### src/rtl/mem_data_arbiter.sv
// rtl/mem_data_arbiter.sv - round-robin arbiter sharing one single-port data memory between two requesters
//
// Ports:
//   clk, rst                 clock and asynchronous active-low reset
//   reqN, weN, addrN,        port N request, write enable, address, write data,
//   wdataN, lockN            and lock (keep ownership after the current grant)
//   gntN                     port N access accepted this cycle (combinational)
//   rvalidN                  port N read data valid on rdata (cycle after a read grant)
//   rdata                    shared read data, straight from mem_Q
//   mem_A, mem_W, mem_D      memory address, write strobe, write data
//   mem_Q                    memory read data (1-cycle synchronous read)
module mem_data_arbiter #(
    parameter int ADDR = 16,
    parameter int WORD = 32
) (
    input  logic            clk,
    input  logic            rst,
    input  logic            req0,
    input  logic            we0,
    input  logic [ADDR-1:0] addr0,
    input  logic [WORD-1:0] wdata0,
    input  logic            lock0,
    output logic            gnt0,
    output logic            rvalid0,
    input  logic            req1,
    input  logic            we1,
    input  logic [ADDR-1:0] addr1,
    input  logic [WORD-1:0] wdata1,
    input  logic            lock1,
    output logic            gnt1,
    output logic            rvalid1,
    output logic [WORD-1:0] rdata,
    output logic [ADDR-1:0] mem_A,
    output logic            mem_W,
    output logic [WORD-1:0] mem_D,
    input  logic [WORD-1:0] mem_Q
);

    typedef enum logic [1:0] {
        IDLE = 2'd0,
        OWN0 = 2'd1,
        OWN1 = 2'd2
    } state_t;

    state_t          state, state_nxt;
    logic            last, last_nxt;   // port granted most recently
    logic            win0, win1;
    logic            rv0_q, rv1_q;
    logic [ADDR-1:0] a_q;              // mirror of the last driven address
    logic [WORD-1:0] d_q;              // mirror of the last driven write data

    always_comb begin
        win0      = 1'b0;
        win1      = 1'b0;
        state_nxt = state;
        last_nxt  = last;

        case (state)
            OWN0: win0 = req0;
            OWN1: win1 = req1;
            default: begin
                if (req0 && req1) begin
                    // last == 1 means port 1 went last, so port 0 wins now
                    win0 = last;
                    win1 = !last;
                end else begin
                    win0 = req0;
                    win1 = req1;
                end
            end
        endcase

        if (win0) begin
            last_nxt  = 1'b0;
            state_nxt = lock0 ? OWN0 : IDLE;
        end else if (win1) begin
            last_nxt  = 1'b1;
            state_nxt = lock1 ? OWN1 : IDLE;
        end else if (state == OWN0 && !lock0) begin
            state_nxt = IDLE;
        end else if (state == OWN1 && !lock1) begin
            state_nxt = IDLE;
        end
    end

    always_ff @(posedge clk or negedge rst) begin
        if (!rst) begin
            state <= IDLE;
            last  <= 1'b1;
            rv0_q <= 1'b0;
            rv1_q <= 1'b0;
            a_q   <= '0;
            d_q   <= '0;
        end else begin
            state <= state_nxt;
            last  <= last_nxt;
            rv0_q <= win0 && !we0;
            rv1_q <= win1 && !we1;
            if (win0) begin
                a_q <= addr0;
                d_q <= wdata0;
            end else if (win1) begin
                a_q <= addr1;
                d_q <= wdata1;
            end
        end
    end

    // Grant path is combinational, so it is gated by rst to drop at once on reset.
    assign gnt0    = rst && win0;
    assign gnt1    = rst && win1;
    assign mem_W   = rst && ((win0 && we0) || (win1 && we1));
    assign mem_A   = !rst ? '0 : win0 ? addr0  : win1 ? addr1  : a_q;
    assign mem_D   = !rst ? '0 : win0 ? wdata0 : win1 ? wdata1 : d_q;
    assign rvalid0 = rv0_q;
    assign rvalid1 = rv1_q;
    assign rdata   = mem_Q;

endmodule

### config.mk
export PLATFORM = sky130hd
export DESIGN_NAME = mem_data_arbiter
export DESIGN_NICKNAME = d
export VERILOG_FILES = /design/src/rtl/mem_data_arbiter.sv
export SDC_FILE = /design/constraint.sdc
export NUM_CORES = 1
export LEC_CHECK = 0
export CAP_MARGIN = 20
export CORE_UTILIZATION = 40
export DETAILED_ROUTE_END_ITERATION = 7
export HOLD_SLACK_MARGIN = 0.1
export PLACE_DENSITY = 0.86
export SLEW_MARGIN = 10
export SYNTH_ARGS = -nofsm -noshare
export SYNTH_HDL_FRONTEND = slang
export SYNTH_SLANG_ARGS = --single-unit
### constraint.sdc
create_clock -name clk -period 4.4 [get_ports clk]
set_input_delay 1.1 -clock clk [delete_from_list [all_inputs] [get_ports clk]]
set_output_delay 1.1 -clock clk [all_outputs]
set_load 0.01 [all_outputs]
# Yosys cells after proc, flatten, opt, wreduce, memory -nomap -nowiden
# Index checks and enable logic that the tools add are counted.
# totals
reg_bits,53
wordCells,44
out_inout_bits,85
# op_classes
n_eq_ne,2
n_reduce_logical,18
mux,18
# ops
cell,n
32-bit 2-to-1 mux,3
16-bit 2-to-1 mux,3
1-bit logical AND,10
2-bit 2-to-1 mux,5
1-bit zero test,5
1-bit 2-to-1 mux,5
1-bit one-hot mux with 2 select lines,2
4-bit nonzero test,1
"2-bit by 1-bit equality test with 1-bit output, second input constant",1
"2-bit equality test, second input constant",1
2-bit nonzero test,1
1-bit logical OR,1

# Longest topological paths before layout
# logic_depth
ltp_word,6
depth_mapped,8
depth_no_buf,5

# Worst setup path before layout
# OpenSTA, ideal clock, no wires.
# synth_timing
kind,input-to-output
start,in req1
end,out mem_A[14]
path_buffers,2
path_stages,5
t_required_ns,3.300
setup_slack_ns,1.092
arrival_ns,2.208
cell_sequence,and3b_1 > buf_2 > or2_1 > buf_2 > a311oi_1
# synth_between
elab_chain_cells,6
elab_cells_between_ends,8
# synth_rtl
element,line_no,rtl
"start, declared",25,"input logic req1,"
1-bit logical AND,62,if (req0 && req1) begin
1-bit 2-to-1 mux,62,
1-bit one-hot mux with 2 select lines,58,case (state)
16-bit 2-to-1 mux,-,
16-bit 2-to-1 mux *,-,
16-bit 2-to-1 mux *,113,assign mem_A = !rst ? '0 : win0 ? addr0 : win1 ? addr1 : a_q;
"end, declared",33,"output logic [ADDR-1:0] mem_A,"
# Mark *: on every way between the ends. The rest lies on a longest branch, timed or not.

# Final worst setup path
# layout_timing
start,in req0
end,out mem_A[14]
# layout_between
elab_chain_cells,6
elab_cells_between_ends,8
# layout_rtl
element,line_no,rtl
"start, declared",18,"input logic req0,"
1-bit logical AND,62,
1-bit 2-to-1 mux,62,
1-bit one-hot mux with 2 select lines,58,
16-bit 2-to-1 mux,-,
16-bit 2-to-1 mux *,-,
16-bit 2-to-1 mux *,113,
# Marked as above.

==> impl_metrics.json <==
{
  "final_cell_mix": "clkdlybuf4s50_1, dfrtp_1, nor3_1",
  "track_usage_pct": 23.31,
  "fin_crit_ns": 4.354,
  "pwr-share-comb_pct": 69.5,
  "die_area_sq_um": 9565,
  "reg2reg_depth": 6,
  "cellPowerDensity_nw_per_um2": 674.7,
  "hold_path_depth": 1,
  "worstSetupPathType": "in -> out",
  "gr-total-overflow": 0,
  "grt_pass1_wl_um": 18310,
  "dp_hpwl_um": 7968,
  "swShare_pct": 44.46,
  "syn_area_sq_um": 3671,
  "place_ws_ns": 0.04112,
  "min_to": "last",
  "io_buffers": 156,
  "rows": 34,
  "cts.sinks": 53,
  "start_util_pct": 41.69,
  "fin_crit_sh_pct": 98.95,
  "drc": 28,
  "synth_seq_cells": 53,
  "slowest_delay_ns": 0.62,
  "drv_cap": 0,
  "htree_num_levels": 2,
  "setup-violations-final": 0,
  "gp_congestion": 0.7611,
  "vias_per_cell": 6.255,
  "ant_nets": 0,
  "p_int_mw": 1.984,
  "cp.arrival_ns": 3.25,
  "p_sw_mw": 1.588,
  "fin_area_sq_um": 5294,
  "async_reset_ff_share_pct": 100.0,
  "wl_um": 11510,
  "synth_area_leaders": "dfrtp_1, a311oi_2, a31oi_1, nor3_1, nand3_1",
  "leakagePower_nw": 1.874,
  "ir_drop_mv": 0.3279,
  "cts_tree": "yes",
  "synth_top_area_share_pct": 35.45,
  "clk_latency_ns": 0.30,
  "die_w_um": 97.80,
  "worst_pin_slew_ns": 0.6930,
  "hp-start": "last",
  "worstSetupStartpointType": "primary input",
  "syn_to_final_growth_pct": 44.21,
  "io_pins": 221,
  "drt_iter0_drc": 282,
  "whs_ns": 0.5640,
  "yosys_most_used_dff": "dfrtp_1",
  "fin_ws_ns": 0.04616,
  "grt_max_degree": 55,
  "fin_skew_ns": 0.01124,
  "nets": 641,
  "timing.rr.end": "state[0]",
  "hold_violations": 0,
  "final_common_cell": "clkdlybuf4s50_1",
  "reg2reg_from": "state[0]",
  "antenna_found_initial": 0,
  "drt_first_pass_iters": 8,
  "core_sq_um": 8806,
  "drive_gt1_share_pct": 14.68,
  "pwr-share-clk_pct": 8.0,
  "synth_top_area_cell": "dfrtp_1",
  "violations": "DRC",
  "synth_cell_type_count": 29,
  "postSynthAreaPerCell_sq_um": 9.132,
  "worstPathMaxFanout": 38,
  "ys_seq_area_share_pct": 36.16,
  "crit_required_ns": 3.30,
  "cts_root_buffer": "clkbuf_8",
  "finalPower_mw": 3.572,
  "startpoint": "req0",
  "multi_input_area_sq_um": 1899,
  "fmax_mhz": 229.7,
  "status": "finished, violations left",
  "hold_path.class": "reg -> reg",
  "die_h_um": 97.80,
  "diodes": 0,
  "report.final.slew_viol_count": 0,
  "relSlewSlack_pct": 53.63,
  "cp_common_cell": "clkdlybuf4s50_1",
  "crit_chain": "clkdlybuf4s50_1 > buf_4 > o21ai_4 > buf_6 > nor3_1 > a311oi_1 > clkdlybuf4s50_1",
  "syn-instance-count": 402,
  "seqPwrFrac_pct": 22.5,
  "clk_pin_slew_ns": 0.09,
  "cts_buffers": 5,
  "synth_nets": 540,
  "num-fill-cells": 741,
  "synth_edf_count": 0,
  "clockBufferDepth": 2,
  "grt_pass1_vias": 3843,
  "yosysWarnings": 0,
  "critPathCaptureType": "primary output",
  "final-seq-area_sq_um": 1328,
  "wl_per_cell_um": 18.81,
  "place_area_sq_um": 5165,
  "ff2ff_setup_slack_ns": 2.21,
  "vias": 3828,
  "cpMaxStageDelayCell": "clkdlybuf4s50_1"
}
==> worst max-delay path by stage <==
stage | endpoint
after global placement | mem_D[22]
after detailed placement | mem_A[14]
after CTS | mem_D[12]
after global routing | mem_A[14]
final | mem_A[14]
after floorplan | mem_A[14]
==> registers in the layout, summed over array words and instances, names as in the netlist <==
| register | count |
|---|---|
| rvalid1 | 1 |
| rvalid0 | 1 |
| d_q | 32 |
| last | 1 |
| state | 2 |
| a_q | 16 |
==> per-layer routing <==
metal	global-route usage, %	wire length [um]	up-vias
met3	4.223	884	30
met1	27.20	4391	1868
met4	8.042	272	0
li1	-	-	1740
met5	0	0	-
met2	42.83	5961	190
==> worst max-delay path, delay by kind of cell <==
| family | cells | cell delay [ns] |
|---|---|---|
| buffers and inverters | 4 | 1.50 |
| AO/OA/AOI/OAI | 2 | 0.50 |
| AND/OR/NAND/NOR | 1 | 0.12 |
==> cells in the mapped netlist (2+ instances only) <==
cell type and number:
a311oi_1 10, a311oi_2 38, a31oi_1 48, and3_1 2, buf_2 9, buf_4 32
buf_6 5, clkbuf_1 31, clkbuf_2 4, dfrtp_1 52, ha_1 2, inv_1 4
nand3_1 49, nor2_1 2, nor3_1 50, o21a_1 3, o21ai_0 48, o21ai_1 2
==> metrics by stage <==
stage                     utilization [%]  instances  TNS (ns)
after floorplan                         -        402         0
after global placement              58.43        602         0
after detailed placement            58.65        603         0
after CTS                           59.72        611         0
after global routing                60.12        612  -0.01900
final                               60.12        612         0
==> logic make-up (layout without fill, tap and decap cells) <==
group                      count (synthesis)  in the layout  synth area share (%)
AOI/OAI and AO/OA                        155            156                 34.90
adders and majority gates                  2              2                0.6816
buffers and inverters                     85            186                 13.43
DFF                                       53             53                 36.16
and+or+nand+nor                          107            107                 14.83
==> power by group through the flow <==
stage	clock (mW)	sequential [mW]	combinational, mW
after CTS	0.290	0.804	2.44
after global routing	0.313	0.828	2.68
after floorplan	0	0.794	1.53
after global placement	0	0.803	2.35
final	0.286	0.803	2.48
after detailed placement	0	0.814	2.44
==> timing repair <==
action	in CTS	in global routing
cloned	0	1
hold buffers	0	0
buffers inserted	0	0
gates resized for setup	0	7
pin swaps	1	1
endpoints found under the setup margin	2	48
==> area by class of cell <==
type	instances	share of cell area, %
clock buffer	7	1.631
clock inverter	1	0.1418
inverter	4	0.2836
multi-input combinational	265	35.88
sequential	53	25.08
tap	108	2.553
timing repair buffer	174	34.44
(Power assumes the default switching activity.)
